`src/rtl/opm_pkg.sv`:
```
// rtl/opm_pkg.sv - shared constants and state encoding for the OPM burst reader
//
// Purpose : default geometry of the OPM RAM, default burst length and the
//           reader state encoding, shared by the reader and its environment.
// Ports   : none (package).
package opm_pkg;

  localparam int OPM_DATA_SZ  = 16;
  localparam int OPM_ADDR_SZ  = 4;
  localparam int OPM_WORD_CNT = 11;

  typedef enum logic [2:0] {
    ST_IDLE = 3'd0,
    ST_REQ  = 3'd1,
    ST_CAPT = 3'd2,
    ST_OUT  = 3'd3,
    ST_FIN  = 3'd4
  } opm_state_t;

endpackage

```
`src/rtl/opm_reader_if.sv`:
```
// rtl/opm_reader_if.sv - RAM read bus and captured-word handshake of the OPM reader
//
// Purpose : bundles the RAM-side bus (O_WE, O_ADDR_OPM, I_DATA_OPM) and the
//           consumer-side handshake (O_DATA, O_IDX, O_VALID, I_READY).
//           Signal names are as seen from the reader.
// Ports   : master - reader side (drives address, write enable and word)
//           slave  - environment side (returns RAM data and ready)
interface opm_reader_if #(
  parameter int DATA_OPM_SZ = 16,
  parameter int ADDR_OPM_SZ = 4
);

  logic                   O_WE;
  logic [ADDR_OPM_SZ-1:0] O_ADDR_OPM;
  logic [DATA_OPM_SZ-1:0] I_DATA_OPM;
  logic [DATA_OPM_SZ-1:0] O_DATA;
  logic [ADDR_OPM_SZ-1:0] O_IDX;
  logic                   O_VALID;
  logic                   I_READY;

  modport master (
    output O_WE, O_ADDR_OPM, O_DATA, O_IDX, O_VALID,
    input  I_DATA_OPM, I_READY
  );

  modport slave (
    input  O_WE, O_ADDR_OPM, O_DATA, O_IDX, O_VALID,
    output I_DATA_OPM, I_READY
  );

endinterface

```
`src/rtl/opm_reader.sv`:
```
// rtl/opm_reader.sv - burst reader: fetches WORD_CNT words from the OPM RAM
//
// Purpose : on I_START reads WORD_CNT consecutive RAM words from I_BASE_ADDR
//           (address wraps), presenting each word with its burst index
//           until the consumer accepts it.
// Ports   : CLK          clock, rising edge
//           RST_N        asynchronous active-low reset
//           I_START      burst request, sampled only in IDLE
//           I_ABORT      terminate burst at next edge
//           I_BASE_ADDR  first RAM address, captured with I_START
//           O_BUSY       high outside IDLE
//           O_DONE       one-cycle pulse after the last word is accepted
//           bus          RAM bus + word handshake (opm_reader_if.master)
module opm_reader
  import opm_pkg::*;
#(
  parameter int DATA_OPM_SZ = OPM_DATA_SZ,
  parameter int ADDR_OPM_SZ = OPM_ADDR_SZ,
  parameter int WORD_CNT    = OPM_WORD_CNT
) (
  input  logic                   CLK,
  input  logic                   RST_N,
  input  logic                   I_START,
  input  logic                   I_ABORT,
  input  logic [ADDR_OPM_SZ-1:0] I_BASE_ADDR,
  output logic                   O_BUSY,
  output logic                   O_DONE,
  opm_reader_if.master           bus
);

  localparam logic [ADDR_OPM_SZ-1:0] LAST_IDX = ADDR_OPM_SZ'(WORD_CNT - 1);

  opm_state_t state, state_nx;

  logic [ADDR_OPM_SZ-1:0] addr_q;
  logic [ADDR_OPM_SZ-1:0] idx_q;
  logic [DATA_OPM_SZ-1:0] data_q;
  logic                   valid_q;

  logic load_base;
  logic advance;
  logic capture;
  logic clr_valid;

  always_ff @(posedge CLK or negedge RST_N) begin
    if (!RST_N) begin
      state <= ST_IDLE;
    end else begin
      state <= state_nx;
    end
  end

  always_comb begin
    state_nx  = state;
    load_base = 1'b0;
    advance   = 1'b0;
    capture   = 1'b0;
    clr_valid = 1'b0;
    // Abort wins over everything else, including an accept in OUT.
    if (state != ST_IDLE && I_ABORT) begin
      state_nx  = ST_IDLE;
      clr_valid = 1'b1;
    end else begin
      case (state)
        ST_IDLE: begin
          if (I_START && !I_ABORT) begin
            state_nx  = ST_REQ;
            load_base = 1'b1;
          end
        end
        ST_REQ: begin
          // Address is on the RAM for this cycle; data is valid in CAPT.
          state_nx = ST_CAPT;
        end
        ST_CAPT: begin
          capture  = 1'b1;
          state_nx = ST_OUT;
        end
        ST_OUT: begin
          if (bus.I_READY) begin
            clr_valid = 1'b1;
            if (idx_q == LAST_IDX) begin
              state_nx = ST_FIN;
            end else begin
              advance  = 1'b1;
              state_nx = ST_REQ;
            end
          end
        end
        ST_FIN: begin
          state_nx = ST_IDLE;
        end
        default: begin
          state_nx = ST_IDLE;
        end
      endcase
    end
  end

  always_ff @(posedge CLK or negedge RST_N) begin
    if (!RST_N) begin
      addr_q  <= '0;
      idx_q   <= '0;
      data_q  <= '0;
      valid_q <= 1'b0;
    end else begin
      if (load_base) begin
        addr_q <= I_BASE_ADDR;
        idx_q  <= '0;
      end else if (advance) begin
        // Address wraps naturally at the RAM size; the index cannot wrap
        // because the last word leaves through FIN instead of advancing.
        addr_q <= addr_q + 1'b1;
        idx_q  <= idx_q + 1'b1;
      end
      if (capture) begin
        data_q  <= bus.I_DATA_OPM;
        valid_q <= 1'b1;
      end else if (clr_valid) begin
        valid_q <= 1'b0;
      end
    end
  end

  assign bus.O_WE       = 1'b0;
  assign bus.O_ADDR_OPM = addr_q;
  assign bus.O_DATA     = data_q;
  assign bus.O_IDX      = idx_q;
  assign bus.O_VALID    = valid_q;

  assign O_BUSY = (state != ST_IDLE);
  // An abort arriving in FIN still cancels the completion pulse.
  assign O_DONE = (state == ST_FIN) && !I_ABORT;

endmodule

```
`src/flat_wrapper.sv`:
```
// flat-port wrapper written by rule: the top's interface ports become plain ports
module opm_reader_flat import opm_pkg::*;
#(
  parameter int DATA_OPM_SZ = OPM_DATA_SZ,
  parameter int ADDR_OPM_SZ = OPM_ADDR_SZ,
  parameter int WORD_CNT    = OPM_WORD_CNT
)
  (CLK, RST_N, I_START, I_ABORT, I_BASE_ADDR, O_BUSY, O_DONE, bus_O_WE, bus_O_ADDR_OPM, bus_O_DATA, bus_O_IDX, bus_O_VALID, bus_I_DATA_OPM, bus_I_READY);
  opm_reader_if #(.DATA_OPM_SZ(DATA_OPM_SZ), .ADDR_OPM_SZ(ADDR_OPM_SZ)) bus_i ();
  input  logic CLK;
  input  logic RST_N;
  input  logic I_START;
  input  logic I_ABORT;
  input  logic [ADDR_OPM_SZ-1:0] I_BASE_ADDR;
  output logic O_BUSY;
  output logic O_DONE;
  output wire logic [$bits(bus_i.O_WE)-1:0] bus_O_WE;
  output wire logic [$bits(bus_i.O_ADDR_OPM)-1:0] bus_O_ADDR_OPM;
  output wire logic [$bits(bus_i.O_DATA)-1:0] bus_O_DATA;
  output wire logic [$bits(bus_i.O_IDX)-1:0] bus_O_IDX;
  output wire logic [$bits(bus_i.O_VALID)-1:0] bus_O_VALID;
  input wire logic [$bits(bus_i.I_DATA_OPM)-1:0] bus_I_DATA_OPM;
  input wire logic [$bits(bus_i.I_READY)-1:0] bus_I_READY;
  assign bus_O_WE = bus_i.O_WE;
  assign bus_O_ADDR_OPM = bus_i.O_ADDR_OPM;
  assign bus_O_DATA = bus_i.O_DATA;
  assign bus_O_IDX = bus_i.O_IDX;
  assign bus_O_VALID = bus_i.O_VALID;
  assign bus_i.I_DATA_OPM = bus_I_DATA_OPM;
  assign bus_i.I_READY = bus_I_READY;
  opm_reader #(.DATA_OPM_SZ(DATA_OPM_SZ), .ADDR_OPM_SZ(ADDR_OPM_SZ), .WORD_CNT(WORD_CNT)) u_core (.CLK(CLK), .RST_N(RST_N), .I_START(I_START), .I_ABORT(I_ABORT), .I_BASE_ADDR(I_BASE_ADDR), .O_BUSY(O_BUSY), .O_DONE(O_DONE), .bus(bus_i));
endmodule
```
`config.mk`:
```
export PLATFORM = sky130hd
export DESIGN_NAME = opm_reader_flat
export DESIGN_NICKNAME = d
export VERILOG_FILES = /design/src/rtl/opm_pkg.sv /design/src/rtl/opm_reader_if.sv /design/src/rtl/opm_reader.sv /design/src/flat_wrapper.sv
export SDC_FILE = /design/constraint.sdc
export NUM_CORES = 1
export LEC_CHECK = 0
export BUFFER_PORTS_ARGS = -buffer_cell sky130_fd_sc_hd__buf_2
export CORE_MARGIN = 2
export CORE_UTILIZATION = 50
export CTS_BUF_LIST = sky130_fd_sc_hd__clkbuf_4 sky130_fd_sc_hd__clkbuf_8
export DETAILED_ROUTE_END_ITERATION = 8
export PLACE_DENSITY = 0.83
export SYNTH_ARGS = -nofsm -noshare
export SYNTH_HDL_FRONTEND = slang
export SYNTH_SLANG_ARGS = --single-unit
```
`constraint.sdc`:
```
create_clock -name CLK -period 2.5 [get_ports CLK]
set_clock_uncertainty 0.2 [all_clocks]
set_input_delay 0.375 -clock CLK [delete_from_list [all_inputs] [get_ports CLK]]
set_output_delay 0.375 -clock CLK [all_outputs]
set_load 0.05 [all_outputs]
```
# Word-level counts from Yosys, hierarchy flattened
# Cells that the tools add are included.
[totals]
reg_bits = 28
inputBits = 25
latch_bits = 0
mem_count = 0
word_cells = 46
output_inout_bits = 28
ramBits = 0
mem_bits_ro = 0
[op_classes]
n_reduce_logical = 9
shifts = 0
mux = 23
eq_ne = 7
mul = 0
addsub = 2
n_bitwise = 0
order_cmp = 0
div_mod_pow = 0
[op_table]
columns = ["operator", "n"]
rows = [
  ["4-bit 2-to-1 mux", 4],
  ["1-bit 2-to-1 mux", 14],
  ["3-bit 2-to-1 mux", 4],
  ["3-bit one-hot mux with 4 select lines", 1],
  ["4-bit by 1-bit adder with 4-bit output, second input constant", 2],
  ["3-bit by 2-bit equality test with 1-bit output, second input constant", 2],
  ["4-bit equality test, second input constant", 1],
  ["2-bit nonzero test", 2],
  ["3-bit by 1-bit equality test with 1-bit output, second input constant", 1],
  ["3-bit equality test, second input constant", 1],
  ["1-bit logical AND", 3],
  ["3-bit zero test", 1],
  ["3-bit by 1-bit != test with 1-bit output, second input constant", 1],
  ["3-bit by 2-bit != test with 1-bit output, second input constant", 1],
  ["3-bit nonzero test", 1],
  ["2-bit AND reduction", 1],
  ["1-bit zero test", 1],
]

# Depth between registers and ports, before layout
# Gate-level depths: netlist of run 1.
[depth]
depth_word = 7
mapped_depth = 6
mapped_depth_nobuf = 6

# Worst setup path before layout of run 1
# Ideal clock, no wire load.
[synth_timing]
kind = "reg2reg"
startpoint = "register u_core.idx_q[0], in the netlist u_core.bus.O_IDX[0]"
endpoint = "register u_core.addr_q[3], in the netlist u_core.bus.O_ADDR_OPM[3]"
setup_time_ns = 0.082
n_path_buf = 0
period_less_slack_ns = 2.068
arrival_ns = 1.786
path_stages_with_launch = 7
slack_ns = 0.432
t_required_ns = 2.218
cell_sequence = "dfrtp_1 -> inv_1 -> ha_1 -> nand3b_1 -> nand3_4 -> or3_1 -> a31oi_1"
[synth_via]
elab_chain_len = 6
[synth_lines]
columns = ["element", "line", "rtl"]
rows = [
  ["start, declared", "opm_reader.sv:36", "logic [ADDR_OPM_SZ-1:0] idx_q;"],
  ["start signal, assigned", "opm_reader.sv:114", "idx_q <= idx_q + 1'b1;"],
  ["4-bit equality test", "opm_reader.sv:82", "if (idx_q == LAST_IDX) begin"],
  ["1-bit 2-to-1 mux", "opm_reader.sv:82", ""],
  ["1-bit 2-to-1 mux", "opm_reader.sv:80", "if (bus.I_READY) begin"],
  ["1-bit 2-to-1 mux", "opm_reader.sv:64", "case (state)"],
  ["1-bit 2-to-1 mux", "opm_reader.sv:60", "if (state != ST_IDLE && I_ABORT) begin"],
  ["2-bit nonzero test (no line)", "n/a", ""],
  ["end signal, assigned", "opm_reader.sv:113", "addr_q <= addr_q + 1'b1;"],
  ["end, declared", "opm_reader.sv:35", "logic [ADDR_OPM_SZ-1:0] addr_q;"],
]
# No other way between the ends.
# A chain may end at the register's enable or synchronous reset.

# Worst setup path after layout of run 1
[layout_timing]
startpoint = "register u_core.state[0]"
endpoint = "output port O_BUSY"
[layout_via]
elab_chain_len = 1
[layout_lines]
columns = ["element", "line", "rtl"]
rows = [
  ["start, declared", "opm_reader.sv:33", "opm_state_t state, state_nx;"],
  ["start signal, assigned", "opm_reader.sv:49", "state <= state_nx;"],
  ["3-bit nonzero test", "opm_reader.sv:131", "assign O_BUSY = (state != ST_IDLE);"],
  ["end, declared", "flat_wrapper.sv:15", "output logic O_BUSY;"],
]
# No other way between the ends.

==> results.yml, run 1 <==
finish:
  multiInputGateArea_sq_um: 544
  synthToLayoutAreaGrowth_pct: 22.7
  utilization_pct: 64.7
  fillers: 189
  seq_area_sq_um: 701
  num_antenna_cells: 0
  postLayoutCellArea_sq_um: 1590
  nets: 185
  drive_above_1_share_pct: 49.0
placed_design:
  port_buffers: 51
  dp_hpwl_um: 1920
  place.gp.congestion: 0.783
  dpl_cell_area_sq_um: 1560
yosys:
  syn_nets: 132
  synth.area.top_cells: "dfrtp_1, mux2_2, ha_1"
  syn_area_sq_um: 1290
  syn_avg_cell_area_sq_um: 12.5
  ys_seq_area_share_pct: 54.1
  synthDominantCellAreaShare_pct: 54.1
  synth.top_cells.by_count: "dfrtp_1, mux2_2, nor2_1, nand2_1, o21ai_0"
  async_reset_ff_share_pct: 100
  synth_cells: 104
  yosys_warnings: 0
  yosysMostFrequentCell: "dfrtp_1"
  ys_ff_latch: 28
  synth_cell_types: 31
  synth_edf_count: 0
  synthFlopType: "dfrtp_1"
  synth_top_cell_by_area: "dfrtp_1"
floorplanning:
  die_h_um: 54.9
  fp-row-count: 18
  fp.dieArea_sq_um: 3010
  core_area_sq_um: 2450
  ios: 53
  die_w_um: 54.9
  start_util_pct: 52.8
worst_setup_path:
  critPathMaxFanout: 6
  endpoint_kind: "primary output"
  r2r.worst_path.cells: 6
  cp.depth: 2
  slowest_delay_ns: 0.49
  cp_num_buf_inv: 1
  r2r_end: "u_core.bus.O_ADDR_OPM[3]"
  r2r_slack_ns: 0.62
  required_ns: 1.92
  path_cells: "or3_2 > buf_2"
  cp_slowest_cell: "dfrtp_1"
  arrival_ns: 1.51
  path_class: "reg -> out"
  critPathLaunchType: "register"
  r2r_start: "u_core.bus.O_IDX[0]"
  cp_top_family: "flip-flops"
sta:
  holdWs_ns: 0.0627
  final-setup-viol-count: 0
  rsz0062_at_grt: "no"
  finalCritPeriodShare_pct: 83.5
  fin_tns_setup_ns: 0
  slew_viol_final: 0
  min_period_ns: 2.09
  finalHoldViolations: 0
  slew_headroom_pct: 60.2
  tightest_slew_ns: 0.597
  fmax_ghz: 0.479
clock_network:
  clock_sinks: 28
  clock_path_buffers: 2
  h-tree-depth: 1
  root_buffer: "clkbuf_4"
  cts_tree: "done"
  clock_latency_ns: 0.31
  post_cts_buffers: 0
  numCtsBuffers: 3
  path_clk_slew_ns: 0.13
drt:
  drc: 0
  routed_via_density: 5.12
  drtIter0Drc: 3
  vias: 948
  finalWirelength_um: 2460
  ant_nets: 0
  wl_per_cell_um: 13.3
  first_pass_iters: 4
pwr:
  total_power_mw: 1.66
  netSwitchingFraction_pct: 48.3
  intPower_mw: 0.857
  p_sw_mw: 0.801
  power_frac_clock_pct: 10.3
  power_frac_seq_pct: 39.7
  p_leak_nw: 0.791
  ir_drop_v: 0.000719
  p_per_area_nw_per_um2: 1040
  combPwrFrac_pct: 50.0
status:
  status: "complete, no violations"
min_path:
  min_path_cells: 3
  worstHoldPathType: "in -> reg"
  worstHoldStart: "I_BASE_ADDR[0]"
  hold_path_end: "u_core.bus.O_ADDR_OPM[0]"
global_route:
  track_usage_pct: 17.2
  antenna_found_initial: 0
  grt_max_degree: 29
  grt_remaining_overflow: 0
  grt_pass1_vias: 888
  grt_pass1_wl_um: 3750
job:
  cap_violations: 0
==> layer usage <==
layer  vias to the layer above  GRT usage (%)  routed length, um
met3                         0           4.03                253
li1                        466              -                  -
met5                         -              0                  0
met4                         0           6.10                  0
met1                       441           20.4               1020
met2                        41           30.6               1190
==> worst max-delay path by stage <==
stage,slack [ns],from,to
floorplan,0.43,u_core.bus.O_IDX[0],u_core.bus.O_ADDR_OPM[3]
global placement,0.76,I_ABORT,u_core.bus.O_DATA[5]
detailed placement,0.64,u_core.bus.O_IDX[0],u_core.bus.O_ADDR_OPM[3]
CTS,0.39,u_core.state[2],O_BUSY
global route,0.31,u_core.state[2],O_BUSY
finish,0.41,u_core.state[0],O_BUSY
==> cells by family (layout without fill, tap and decap cells) <==
family,count (synthesis),after routing,share of synthesized area [%]
AOI/OAI and AO/OA,10,10,4.35
xor gates and xnor gates,5,5,3.38
adders and majority gates,3,3,2.90
buffers and inverters,8,59,3.86
DFF,28,28,54.1
muxes,18,18,15.5
other,1,1,0.290
and+or+nand+nor,31,31,15.7
==> layout make-up <==
class	count	area share, %
Tap cell	30	2.36
Multi-Input combinational cell	68	34.3
Clock buffer	3	1.42
Timing Repair Buffer	53	17.2
Sequential cell	28	44.1
Inverter	3	0.709
==> worst register-to-register path: stages (launching register included) <==
cell	delay, ns
dfrtp_1	0.41
inv_1	0.09
ha_1	0.20
nand3b_1	0.21
nand3_4	0.16
or3_1	0.38
a31oi_1	0.16
==> metrics by stage <==
stage | setup slack [ns] | std cells
floorplan | 0.432 | 104
global placement | 0.757 | 181
detailed placement | 0.644 | 181
CTS | 0.393 | 185
global route | 0.315 | 185
finish | 0.412 | 185
==> power groups by stage <==
| stage | registers (mW) | logic (mW) | clock network (mW) |
|---|---|---|---|
| 4_1_cts | 0.660 | 0.838 | 0.182 |
| 3_3_place_gp | 0.659 | 0.818 | 0 |
| 3_5_place_dp | 0.670 | 0.834 | 0 |
| 5_1_grt | 0.678 | 0.875 | 0.201 |
| 2_1_floorplan | 1.12 | 0.179 | 0 |
| 6_report | 0.657 | 0.829 | 0.171 |
==> placed cells by master, fill, tap and decap left out, types with 2 or more instances in the layout <==
master	netlist	routed
and3_1	4	4
o21ai_0	5	5
mux2_2	16	16
xor2_1	4	4
clkbuf_4	0	3
dfrtp_1	28	28
nand3_1	3	3
buf_2	1	51
nand4_1	2	2
nand2_1	5	5
nor2_1	8	8
inv_1	3	3
mux2i_1	2	2
a21oi_1	2	2
ha_1	3	3
==> sequential cells by signal (all words and copies together) (netlist names) <==
register,count
u_core.bus.O_VALID,1
u_core.bus.O_ADDR_OPM,4
u_core.bus.O_IDX,4
u_core.state,3
u_core.bus.O_DATA,16
==> repair_timing <==
action	4_1_cts	5_1_grt
endpoints found under the hold margin	28	0
gates resized for setup	0	0
hold buffers	1	0
No activity file was read; power rests on OpenSTA's default activity.
==> inputs of run 2 (changes only) <==
--- a/config.mk
+++ b/config.mk
@@ -7,10 +7,10 @@
 export LEC_CHECK = 0
 export BUFFER_PORTS_ARGS = -buffer_cell sky130_fd_sc_hd__buf_2
 export CORE_MARGIN = 2
-export CORE_UTILIZATION = 50
+export CORE_UTILIZATION = 49
 export CTS_BUF_LIST = sky130_fd_sc_hd__clkbuf_4 sky130_fd_sc_hd__clkbuf_8
 export DETAILED_ROUTE_END_ITERATION = 8
-export PLACE_DENSITY = 0.83
+export PLACE_DENSITY = 0.81
 export SYNTH_ARGS = -nofsm -noshare
 export SYNTH_HDL_FRONTEND = slang
 export SYNTH_SLANG_ARGS = --single-unit
==> constraint.sdc (replaced) <==
create_clock -name CLK -period 2.1 [get_ports CLK]
set_clock_uncertainty 0.2 [all_clocks]
set_input_delay 0.315 -clock CLK [delete_from_list [all_inputs] [get_ports CLK]]
set_output_delay 0.315 -clock CLK [all_outputs]
set_load 0.05 [all_outputs]
==> run 2 against run 1 <==
Compared with the run above: power up 30%; non-clock buffer count up 15; core utilization up 6.2 points; largest cell class unchanged; clock-buffer cell count unchanged; critical path type unchanged; critical path depth unchanged; global-route usage up 2.5 points; final cell count up 8.6%; hold slack worse by 0.056 ns; sequential power up 20%.
==> results.yml, run 2 (synthesis results as in run 1) <==
sta:
  slew_headroom_pct: 58.9
  rsz0062_at_grt: "no"
  fin_tns_setup_ns: 0
  finalCritPeriodShare_pct: 97.8
  finalHoldViolations: 0
  final-setup-viol-count: 0
  fmax_ghz: 0.487
  min_period_ns: 2.05
  tightest_slew_ns: 0.617
  slew_viol_final: 0
clock_network:
  clock_sinks: 28
  path_clk_slew_ns: 0.15
  root_buffer: "clkbuf_4"
  post_cts_buffers: 0
  numCtsBuffers: 3
  clock_path_buffers: 2
  h-tree-depth: 1
  cts_tree: "done"
  clock_latency_ns: 0.33
drt:
  drtIter0Drc: 27
  routed_via_density: 5.02
  wl_per_cell_um: 14.1
  first_pass_iters: 4
  ant_nets: 0
  vias: 1009
  finalWirelength_um: 2840
  drc: 0
global_route:
  grt_max_degree: 29
  antenna_found_initial: 0
  grt_pass1_vias: 1079
  track_usage_pct: 19.7
  grt_remaining_overflow: 0
  grt_pass1_wl_um: 4730
finish:
  final_common_cell: "buf_2"
  seq_area_sq_um: 702
  multiInputGateArea_sq_um: 547
  drive_above_1_share_pct: 46.2
  num_antenna_cells: 0
  synthToLayoutAreaGrowth_pct: 36.9
  fillers: 200
  mostFrequentLayoutCells: "buf_2, dfrtp_1, mux2_2, dlygate4sd3_1, nor2_1"
  largest_reg_flops: 16
  nets: 200
floorplanning:
  core_area_sq_um: 2500
  start_util_pct: 51.8
  ios: 53
  fp.dieArea_sq_um: 3070
  die_h_um: 55.4
  die_w_um: 55.4
  fp-row-count: 18
job:
  cap_violations: 0
min_path:
  worstHoldPathType: "in -> reg"
pwr:
  power_frac_seq_pct: 36.6
  p_sw_mw: 0.987
  combPwrFrac_pct: 46.8
  netSwitchingFraction_pct: 45.9
  ir_drop_v: 0.000965
  p_leak_nw: 0.867
  total_power_mw: 2.15
  p_per_area_nw_per_um2: 1210
  intPower_mw: 1.16
  power_frac_clock_pct: 16.6
placed_design:
  dp_hpwl_um: 1880
  port_buffers: 51
  place.gp.congestion: 0.838
worst_setup_path:
  path_class: "reg -> out"
  endpoint_kind: "primary output"
  required_ns: 1.58
  critPathLaunchType: "register"
  critPathMaxFanout: 6
  arrival_ns: 1.54
status:
  status: "complete, no violations"
-- run 2: path summary, 6_finish.rpt --
check	from	to	slack, ns	depth (start not counted)
max in group asynchronous	RST_N	u_core.state[2]	0.92	2
min in group asynchronous	RST_N	u_core.bus.O_ADDR_OPM[0]	0.35	2
worst max-delay path	u_core.state[0]	O_BUSY	0.05	2
worst min register to register	u_core.bus.O_DATA[1]	u_core.bus.O_DATA[1]	0.32	1
worst min-delay path	bus_I_DATA_OPM[15]	u_core.bus.O_DATA[15]	0.007	2
worst max register to register	u_core.bus.O_IDX[0]	u_core.bus.O_ADDR_OPM[3]	0.22	6
-- run 2: power groups by stage --
stage	sequential (mW)	clock (mW)	combinational [mW]
finish	0.788	0.357	1.01
global route	0.815	0.383	1.05
CTS	0.788	0.364	1.01
detailed placement	0.800	0	0.984
global placement	0.788	0	0.972
floorplan	1.33	0	0.214
-- run 2: layout make-up --
type | instances | area share (%)
clock buffer | 3 | 1.27
clock inverter | 1 | 1.69
inverter | 3 | 0.635
multi-input combinational | 68 | 30.8
sequential | 28 | 39.6
tap | 30 | 2.12
timing repair buffer | 68 | 23.9
-- run 2: metal layers --
layer  track usage, %  routed length [um]
met4             11.1                  71
met2             36.6                1530
met1             22.0                1170
met5                0                   0
met3             1.41                  77
-- run 2: critical path, cell delays in order (launching register included) --
cell and delay, ns:
dfrtp_1 0.49, or3_2 0.49, buf_2 0.22
-- run 2: what timing repair did --
action                                 4_1_cts  5_1_grt
gates resized for setup                      0        2
endpoints found under the hold margin       42        1
setup endpoints to repair                    0        2
hold buffers                                15        1
-- run 2: through the flow --
step	hold WS [ns]	util (%)	cell area (sq um)	worst slack, ns	std cells
2_1_floorplan	-0.181	-	1290	0.0319	104
3_3_place_gp	0.152	62.3	1560	0.362	181
3_5_place_dp	0.159	62.3	1560	0.248	181
4_1_cts	0.000366	70.4	1760	0.0283	200
5_1_grt	-0.00293	70.9	1770	0.00421	201
6_report	0.00670	70.9	1770	0.0453	201
==> inputs of run 3 (changes only) <==
--- a/config.mk
+++ b/config.mk
@@ -5,12 +5,14 @@
 export SDC_FILE = /design/constraint.sdc
 export NUM_CORES = 1
 export LEC_CHECK = 0
-export BUFFER_PORTS_ARGS = -buffer_cell sky130_fd_sc_hd__buf_2
+export BUFFER_PORTS_ARGS = -buffer_cell sky130_fd_sc_hd__clkbuf_2
+export CELL_PAD_IN_SITES_DETAIL_PLACEMENT = 0
+export CELL_PAD_IN_SITES_GLOBAL_PLACEMENT = 1
 export CORE_MARGIN = 2
-export CORE_UTILIZATION = 49
+export CORE_UTILIZATION = 38
 export CTS_BUF_LIST = sky130_fd_sc_hd__clkbuf_4 sky130_fd_sc_hd__clkbuf_8
 export DETAILED_ROUTE_END_ITERATION = 8
-export PLACE_DENSITY = 0.81
+export PLACE_DENSITY_LB_ADDON = 0.1
 export SYNTH_ARGS = -nofsm -noshare
 export SYNTH_HDL_FRONTEND = slang
 export SYNTH_SLANG_ARGS = --single-unit
==> run 3 against run 2 <==
Compared with the run above: core utilization down 16 points; sequential cell count unchanged; clock-buffer cell count unchanged; wire length down 8.0%; global-route usage down 5.4 points; non-clock buffer count up 4; die area up 27%; first-iteration DRC count up 41%; critical path type unchanged.
==> results.yml, run 3 (synthesis results as in run 1) <==
worst_setup_path:
  r2r.worst_path.cells: 6
  critPathLaunchType: "register"
  critPathMaxFanout: 6
  arrival_ns: 1.49
  endpoint_kind: "primary output"
  required_ns: 1.58
  path_class: "reg -> out"
sta:
  finalCritPeriodShare_pct: 95.4
  fin_tns_setup_ns: 0
  slew_viol_final: 0
  finalHoldViolations: 0
  rsz0062_at_grt: "no"
  min_period_ns: 2.00
  final-setup-viol-count: 0
  tightest_slew_ns: 0.682
  fmax_ghz: 0.499
  slew_headroom_pct: 54.5
clock_network:
  numCtsBuffers: 3
  cts_tree: "done"
  clock_sinks: 28
  clock_latency_ns: 0.32
  path_clk_slew_ns: 0.15
  clock_path_buffers: 2
  h-tree-depth: 1
  root_buffer: "clkbuf_4"
floorplanning:
  ios: 53
  core_area_sq_um: 3310
  die_h_um: 62.4
  die_w_um: 62.4
  fp.dieArea_sq_um: 3890
  start_util_pct: 39.1
  fp-row-count: 21
drt:
  drc: 0
  ant_nets: 0
  vias: 1017
  drtIter0Drc: 38
  finalWirelength_um: 2620
  wl_per_cell_um: 11.8
  first_pass_iters: 4
  routed_via_density: 4.60
global_route:
  track_usage_pct: 14.3
  grt_pass1_vias: 940
  grt_max_degree: 29
  grt_pass1_wl_um: 4400
  antenna_found_initial: 0
  grt_remaining_overflow: 0
placed_design:
  port_buffers: 51
  dp_hpwl_um: 1840
  dpl_cell_area_sq_um: 1580
  place.gp.congestion: 0.720
finish:
  utilization_pct: 55.3
  final_common_cell: "clkbuf_2"
  synthToLayoutAreaGrowth_pct: 41.4
  largest_reg_flops: 16
  mostFrequentLayoutCells: "clkbuf_2, dfrtp_1, dlygate4sd3_1, mux2_2, nor2_1"
  num_antenna_cells: 0
  fillers: 313
  postLayoutCellArea_sq_um: 1830
  multiInputGateArea_sq_um: 544
  nets: 204
  seq_area_sq_um: 704
  drive_above_1_share_pct: 46.3
pwr:
  power_frac_clock_pct: 16.4
  p_sw_mw: 0.979
  intPower_mw: 1.16
  power_frac_seq_pct: 37.0
  p_per_area_nw_per_um2: 1170
  ir_drop_v: 0.000623
  p_leak_nw: 0.885
  total_power_mw: 2.14
  combPwrFrac_pct: 46.5
  netSwitchingFraction_pct: 45.7
min_path:
  min_path_cells: 3
  worstHoldPathType: "in -> reg"
status:
  status: "complete, no violations"
job:
  cap_violations: 0
## run 3: power by group through the flow
| stage | clock network, mW | registers (mW) | logic (mW) |
|---|---|---|---|
| floorplan | 0 | 1.33 | 0.214 |
| global placement | 0 | 0.798 | 0.973 |
| detailed placement | 0 | 0.807 | 0.977 |
| CTS | 0.369 | 0.796 | 0.992 |
| global route | 0.396 | 0.819 | 1.05 |
| finish | 0.352 | 0.792 | 0.996 |
## run 3: path summary, 6_finish.rpt
path                                      start                        to  slack, ns
max                             u_core.state[0]                    O_BUSY        0.1
min                              I_BASE_ADDR[1]  u_core.bus.O_ADDR_OPM[1]       0.03
max reg2reg                 u_core.bus.O_IDX[0]  u_core.bus.O_ADDR_OPM[3]       0.29
min reg2reg                u_core.bus.O_DATA[5]      u_core.bus.O_DATA[5]       0.32
max in group asynchronous                 RST_N           u_core.state[0]       0.89
min in group asynchronous                 RST_N        u_core.bus.O_VALID       0.34
## run 3: metal layers
metal,global-route usage [%],part of all wire [%],up-vias
li1,-,-,503
met1,19.1,46,481
met2,23.4,48,31
met3,3.42,5.3,2
met4,4.17,0.69,0
met5,0,0,-
## run 3: worst max-delay path: stages (launching register included)
cell and delay (ns):
dfrtp_2 0.48, or3_2 0.47, buf_2 0.22
## run 3: repair_timing
action	in CTS	in global routing
resized for setup	0	4
buffers inserted	0	0
hold endpoints to repair	37	9
setup endpoints to repair	0	2
hold buffers	10	9
## run 3: final cells by class
type	instances	area share, %
tap	46	3.14
inverter	3	0.615
sequential	28	38.5
timing repair buffer	72	25.2
clock buffer	3	1.23
clock inverter	1	1.64
multi-input combinational	68	29.7
## run 3: per-stage QoR
stage,worst slack [ns],hold WS (ns),cells
detailed placement,0.278,0.196,198
global placement,0.344,0.194,198
CTS,0.0117,0.000599,212
global route,0.00709,0.0210,221
finish,0.0963,0.0271,221
floorplan,0.0319,-0.181,104
